File: config.mk
export PLATFORM = sky130hd
export DESIGN_NAME = id_ex_stage_reg
export DESIGN_NICKNAME = d
export VERILOG_FILES = /design/src/rtl/id_ex_stage_reg.sv
export SDC_FILE = /design/constraint.sdc
export NUM_CORES = 1
export LEC_CHECK = 0
export CORE_AREA = 2 2 137 139
export DETAILED_ROUTE_END_ITERATION = 16
export DIE_AREA = 0 0 139 141
export GPL_ROUTABILITY_DRIVEN = 0
export GPL_TIMING_DRIVEN = 1
export PLACE_DENSITY = 0.86
export SETUP_SLACK_MARGIN = 0.4
export SYNTH_ARGS = -nofsm -noshare
export SYNTH_HDL_FRONTEND = slang
export SYNTH_SLANG_ARGS = --single-unit
File: constraint.sdc
create_clock -name clkIn -period 4.5 [get_ports clkIn]
set_clock_uncertainty 0.1 [all_clocks]
set_input_delay 0.9 -clock clkIn [delete_from_list [all_inputs] [get_ports clkIn]]
set_output_delay 0.9 -clock clkIn [all_outputs]
set_load 0.01 [all_outputs]
File: src/rtl/id_ex_stage_reg.sv
// ID/EX pipeline register: captures decoded fields and WB-bypassed operands, detects load-use hazards.
// Latency 1 cycle; stallIn holds the stage, a load-use hazard inserts one bubble and freezes IF/ID.
module id_ex_stage_reg #(
  parameter int XLEN   = 32,
  parameter int RA_W   = 5,
  parameter int CTRL_W = 8
) (
  input  logic              clkIn,
  input  logic              resetIn,
  input  logic              validIn,
  input  logic [XLEN-1:0]   pcIn,
  input  logic [RA_W-1:0]   rs1In,
  input  logic [RA_W-1:0]   rs2In,
  input  logic              useRs1In,
  input  logic              useRs2In,
  input  logic [RA_W-1:0]   rdIn,
  input  logic [XLEN-1:0]   immIn,
  input  logic              memReadIn,
  input  logic              regWriteIn,
  input  logic [CTRL_W-1:0] ctrlIn,
  input  logic [XLEN-1:0]   data1In,
  input  logic [XLEN-1:0]   data2In,
  input  logic [RA_W-1:0]   wbRdIn,
  input  logic [XLEN-1:0]   wbDataIn,
  input  logic              wbWriteIn,
  input  logic              flushIn,
  input  logic              stallIn,
  output logic              stallOut,
  output logic              validOut,
  output logic [XLEN-1:0]   pcOut,
  output logic [RA_W-1:0]   rs1Out,
  output logic [RA_W-1:0]   rs2Out,
  output logic [RA_W-1:0]   rdOut,
  output logic [XLEN-1:0]   immOut,
  output logic              memReadOut,
  output logic              regWriteOut,
  output logic [CTRL_W-1:0] ctrlOut,
  output logic [XLEN-1:0]   data1Out,
  output logic [XLEN-1:0]   data2Out
);

  typedef struct packed {
    logic              valid;
    logic [XLEN-1:0]   pc;
    logic [RA_W-1:0]   rs1;
    logic [RA_W-1:0]   rs2;
    logic [RA_W-1:0]   rd;
    logic [XLEN-1:0]   imm;
    logic              memRead;
    logic              regWrite;
    logic [CTRL_W-1:0] ctrl;
    logic [XLEN-1:0]   data1;
    logic [XLEN-1:0]   data2;
  } idExT;

  idExT stageQ;
  idExT stageD;
  logic hazard;

  // The regfile commits on the same edge we sample it, so a matching WB write must win.
  function automatic logic [XLEN-1:0] selOperand(
    input logic [RA_W-1:0] rs,
    input logic [XLEN-1:0] rfData,
    input logic            wbWrite,
    input logic [RA_W-1:0] wbRd,
    input logic [XLEN-1:0] wbData
  );
    if (rs == '0)                  return '0;
    else if (wbWrite && wbRd == rs) return wbData;
    else                           return rfData;
  endfunction

  assign hazard = stageQ.valid && stageQ.memRead && (stageQ.rd != '0) && validIn &&
                  ((useRs1In && rs1In == stageQ.rd) || (useRs2In && rs2In == stageQ.rd));

  assign stallOut = !flushIn && (stallIn || hazard);

  always_comb begin
    stageD = stageQ;
    if (flushIn) begin
      stageD.valid    = 1'b0;
      stageD.memRead  = 1'b0;
      stageD.regWrite = 1'b0;
      stageD.ctrl     = '0;
    end else if (stallIn) begin
      // Held operands would otherwise miss a write that retires while EX is frozen.
      if (wbWriteIn && wbRdIn != '0 && wbRdIn == stageQ.rs1) stageD.data1 = wbDataIn;
      if (wbWriteIn && wbRdIn != '0 && wbRdIn == stageQ.rs2) stageD.data2 = wbDataIn;
    end else if (hazard) begin
      stageD.valid    = 1'b0;
      stageD.memRead  = 1'b0;
      stageD.regWrite = 1'b0;
      stageD.ctrl     = '0;
    end else begin
      stageD.valid    = validIn;
      stageD.pc       = pcIn;
      stageD.rs1      = rs1In;
      stageD.rs2      = rs2In;
      stageD.rd       = rdIn;
      stageD.imm      = immIn;
      stageD.memRead  = validIn && memReadIn;
      stageD.regWrite = validIn && regWriteIn;
      stageD.ctrl     = validIn ? ctrlIn : '0;
      stageD.data1    = selOperand(rs1In, data1In, wbWriteIn, wbRdIn, wbDataIn);
      stageD.data2    = selOperand(rs2In, data2In, wbWriteIn, wbRdIn, wbDataIn);
    end
  end

  always_ff @(posedge clkIn) begin
    if (resetIn) stageQ <= '0;
    else         stageQ <= stageD;
  end

  assign validOut    = stageQ.valid;
  assign pcOut       = stageQ.pc;
  assign rs1Out      = stageQ.rs1;
  assign rs2Out      = stageQ.rs2;
  assign rdOut       = stageQ.rd;
  assign immOut      = stageQ.imm;
  assign memReadOut  = stageQ.memRead;
  assign regWriteOut = stageQ.regWrite;
  assign ctrlOut     = stageQ.ctrl;
  assign data1Out    = stageQ.data1;
  assign data2Out    = stageQ.data2;

endmodule

==> key figures <==
Final layout
  – Multi-input logic area: 0.00482 mm2
  – Finished Layout Cells: 1448
  – Fin nets: approximately 1400
  – Register Area: roughly 0.003 mm2
  – Fill cell count: 1425
  – Layout area overhead: 48.9%
  – Layout cells sized above 1: between 10% and 20%

Global route
  – Initial antenna violation count: 1
  – Number of global-route vias before repair: 8488
  – Largest net degree at the start of global routing: between 80 and 90
  – Remaining Overflow, GRT: 0
  – GRT Resource Usage Total: around 29%
  – First-pass GRT wire length: between 40000 and 50000 um

Synth
  – Yosys reg bits: 154
  – Synth cell types: 39
  – Synth Net Count: 1117
  – Sequential share of the synthesized area: 36.8%
  – Yosys warning count: 0
  – Synth Instances: between 900 and 1000
  – Mapped Avg Cell Area: 9.11 um2
  – Netlist Area Pre-Place: 0.00837 mm2

Timing
  – Final setup fails: 0
  – Fmax: 274 MHz
  – TNS Setup: 0 ps
  – Final WS setup: approximately 860 ps
  – Final Hold Vio Count: 0
  – Fin crit share: 81.0%
  – Tightest Pin Transition: approximately 1100 ps
  – RSZ-0062 raised after global routing: false
  – Final Max Tran Viols: 0
  – Min cycle time layout: 3640 ps
  – Slew margin rel.: 27.1%

Detailed routing
  – WL final: between 20000 and 30000 um
  – Detailed-route DRC error count: 0
  – DR pass1 iterations: 5
  – Routed vias: 8516
  – Antenna-violating nets left: 0
  – 1st-iter DRT viols: 673
  – Vias per cell: ~6
  – Wirelength per Cell: 20.0 um

Pwr
  – VDD IR max: 0.243 mV
  – Lkg Pwr: 0.00426 uW
  – Pwr per Cell Area: 301 mW/mm2

Floorplan
  – Core Area: 0.0183 mm2
  – Row Count: 50
  – Die area: 0.0196 mm2
  – Die height: 141 um
  – Die width: 139 um
  – I/O pins: 353
  – Initial Util: 45.8%

Setup path
  – Worst setup path end: stallOut
  – Critical R2R Launch: rdOut[1]
  – Startpoint types: primary input
  – Reg2Reg Depth: 5
  – Crit path DAT: 2640 ps
  – Critical path required time: 3500 ps
  – Setup crit start: rs1In[0]
  – Crit. End Element: primary output
  – FF-to-FF End: data2Out[0]
  – Crit-path max FO: 4
  – Setup slack, reg-to-reg: 1220 ps
  – Worst Path Class, Setup: primary input to primary output

Status
  – Status: completed

Clocking
  – Clock-pin slew on the worst setup and hold paths: 70 ps
  – H-tree depth: 4
  – Num CTS Buffers: 17
  – Clk buf depth: 2
  – Total setup buffers inserted after CTS: 0
  – CTS tree: yes
  – CTS hold repair buffers: 0
  – Clock Tree Root: clkbuf_16
  – # clock sinks: 154
  – Worst skew pair latency: about 400 ps

Min path
  – Worst Hold Class: register to register
  – Min-Delay Path Depth: 2

Job
  – Max Cap Viol: 0

Place
  – Setup WS pre-CTS: approximately 260 ps
  – DP Cell Count: 1415
  – DP HPWL: 19900 um
  – # port buffers: 352
[worst max-delay path, cell delays in order]
cell,delay (ps)
clkdlybuf4s50_1,490
xor2_1,190
nor4_2,430
a32oi_4,190
o21ai_1,150
and2_1,120
dlymetal6s2s_1,180
[cells in the final DEF (no fill, tap or decap), types with 3 or more instances in the layout]
master           synthesis  layout
xnor2_1                 18      18
nor4_1                  68      67
clkbuf_16                0      17
clkbuf_8                 0       3
nand2b_1                64      64
nor2_1                   5       3
a2111oi_1                4       4
buf_4                    7      13
a2111oi_2               60      60
a21oi_1                 11      11
mux2i_1                 78      78
dfxtp_1                154     154
a22oi_1                 64      64
inv_1                    5       4
clkinv_4                 0       3
nand2_1                170     170
clkdlybuf4s50_1          0     349
o211ai_1                 9       9
o22ai_1                 64      64
inv_6                    0       4
xor2_1                  12      12
[power breakdown]
| group | internal (uW) | total, uW | switching (uW) |
|---|---|---|---|
| Combinational | 428 | 798 | 370 |
| Sequential | 1440 | 1500 | 61.0 |
| Clock | 825 | 1460 | 633 |
[worst min path at each step]
| stage | startpoint | endpoint |
|---|---|---|
| after global routing | pcOut[1] | pcOut[1] |
| after detailed placement | immOut[6] | immOut[6] |
| after global placement | pcOut[24] | pcOut[24] |
| after CTS | ctrlOut[7] | ctrlOut[7] |
| final | immOut[20] | immOut[20] |
| after floorplan | ctrlOut[7] | ctrlOut[7] |
[cell type report]
type / count / area share, %
antenna: 1 / 0.0201
clock buffer: 20 / 3.74
clock inverter: 12 / 1.03
inverter: 6 / 0.201
multi-input combinational: 655 / 38.7
sequential: 154 / 24.7
tap: 234 / 2.35
timing repair buffer: 366 / 29.3
[state kept, by name (all words and copies together), names as in the netlist]
name and flops:
rs2Out 5, rs1Out 5, immOut 32, rdOut 5
regWriteOut 1, memReadOut 1, ctrlOut 8, data2Out 32
data1Out 32, pcOut 32, validOut 1
[Yosys cell counts]
library cell | number | area (um2)
and3b_1 | 1 | 8.76
o21a_1 | 1 | 7.51
o2111ai_4 | 1 | 26.3
xnor2_1 | 18 | 158
dfxtp_1 | 154 | 3080
nand2b_1 | 64 | 400
o31ai_1 | 1 | 7.51
o22ai_1 | 64 | 400
a31o_2 | 2 | 17.5
clkbuf_1 | 72 | 270
o211ai_2 | 2 | 25.0
buf_2 | 14 | 70.1
nand4_1 | 2 | 12.5
a2111oi_2 | 60 | 901
clkinv_1 | 1 | 3.75
a221oi_2 | 2 | 30.0
a21oi_1 | 11 | 55.1
buf_4 | 7 | 52.6
o311a_4 | 2 | 42.5
nand2_1 | 170 | 638
o21ai_1 | 1 | 5.00
xor2_1 | 12 | 105
and2_1 | 2 | 12.5
nor2b_1 | 1 | 6.26
o211ai_1 | 9 | 67.6
buf_1 | 1 | 3.75
or4_4 | 1 | 11.3
a22oi_1 | 64 | 480
a32oi_2 | 1 | 16.3
nor4_1 | 68 | 425
nor2_1 | 5 | 18.8
inv_1 | 5 | 18.8
mux2i_1 | 78 | 781
o21ai_0 | 3 | 15.0
buf_6 | 10 | 113
or4_1 | 1 | 7.51
and4_1 | 2 | 17.5
o2111ai_1 | 2 | 17.5
a2111oi_1 | 4 | 40.0
[cells by family after synthesis]
logic type / count (synthesis) / share of synthesized area, %
and+or+nand+nor: 317 / 18.6
AOI/OAI and AO/OA: 230 / 25.7
DFF: 154 / 36.8
buffers and inverters: 110 / 6.35
muxes: 78 / 9.33
xor gates and xnor gates: 30 / 3.14
[metal layers]
metal  vias up  GRT usage [%]  wire [um]
met5         -              0          0
li1       4016              -          -
met2       427           48.0      13900
met4         0           13.9       1130
met3        64           8.63       2870
met1      4009           33.2      11000
[metrics by stage]
| step | utilization [%] | cell area, um2 | power [uW] | hold WS, ps |
|---|---|---|---|---|
| after floorplan | - | 8370 | 1900 | 378 |
| after CTS | 68.2 | 12500 | 3780 | 358 |
| final | 68.2 | 12500 | 3750 | 356 |
| after detailed placement | 64.9 | 11900 | 2320 | 349 |
| after global placement | 64.9 | 11900 | 2300 | 340 |
| after global routing | 68.2 | 12500 | 3890 | 374 |
[repair_timing]
action | 4_1_cts | 5_1_grt
pin swaps | 0 | 2
resized for setup | 1 | 2
endpoints found under the hold margin | 0 | 0
setup endpoints to repair | 1 | 1
No activity file was read; power rests on OpenSTA's default activity.
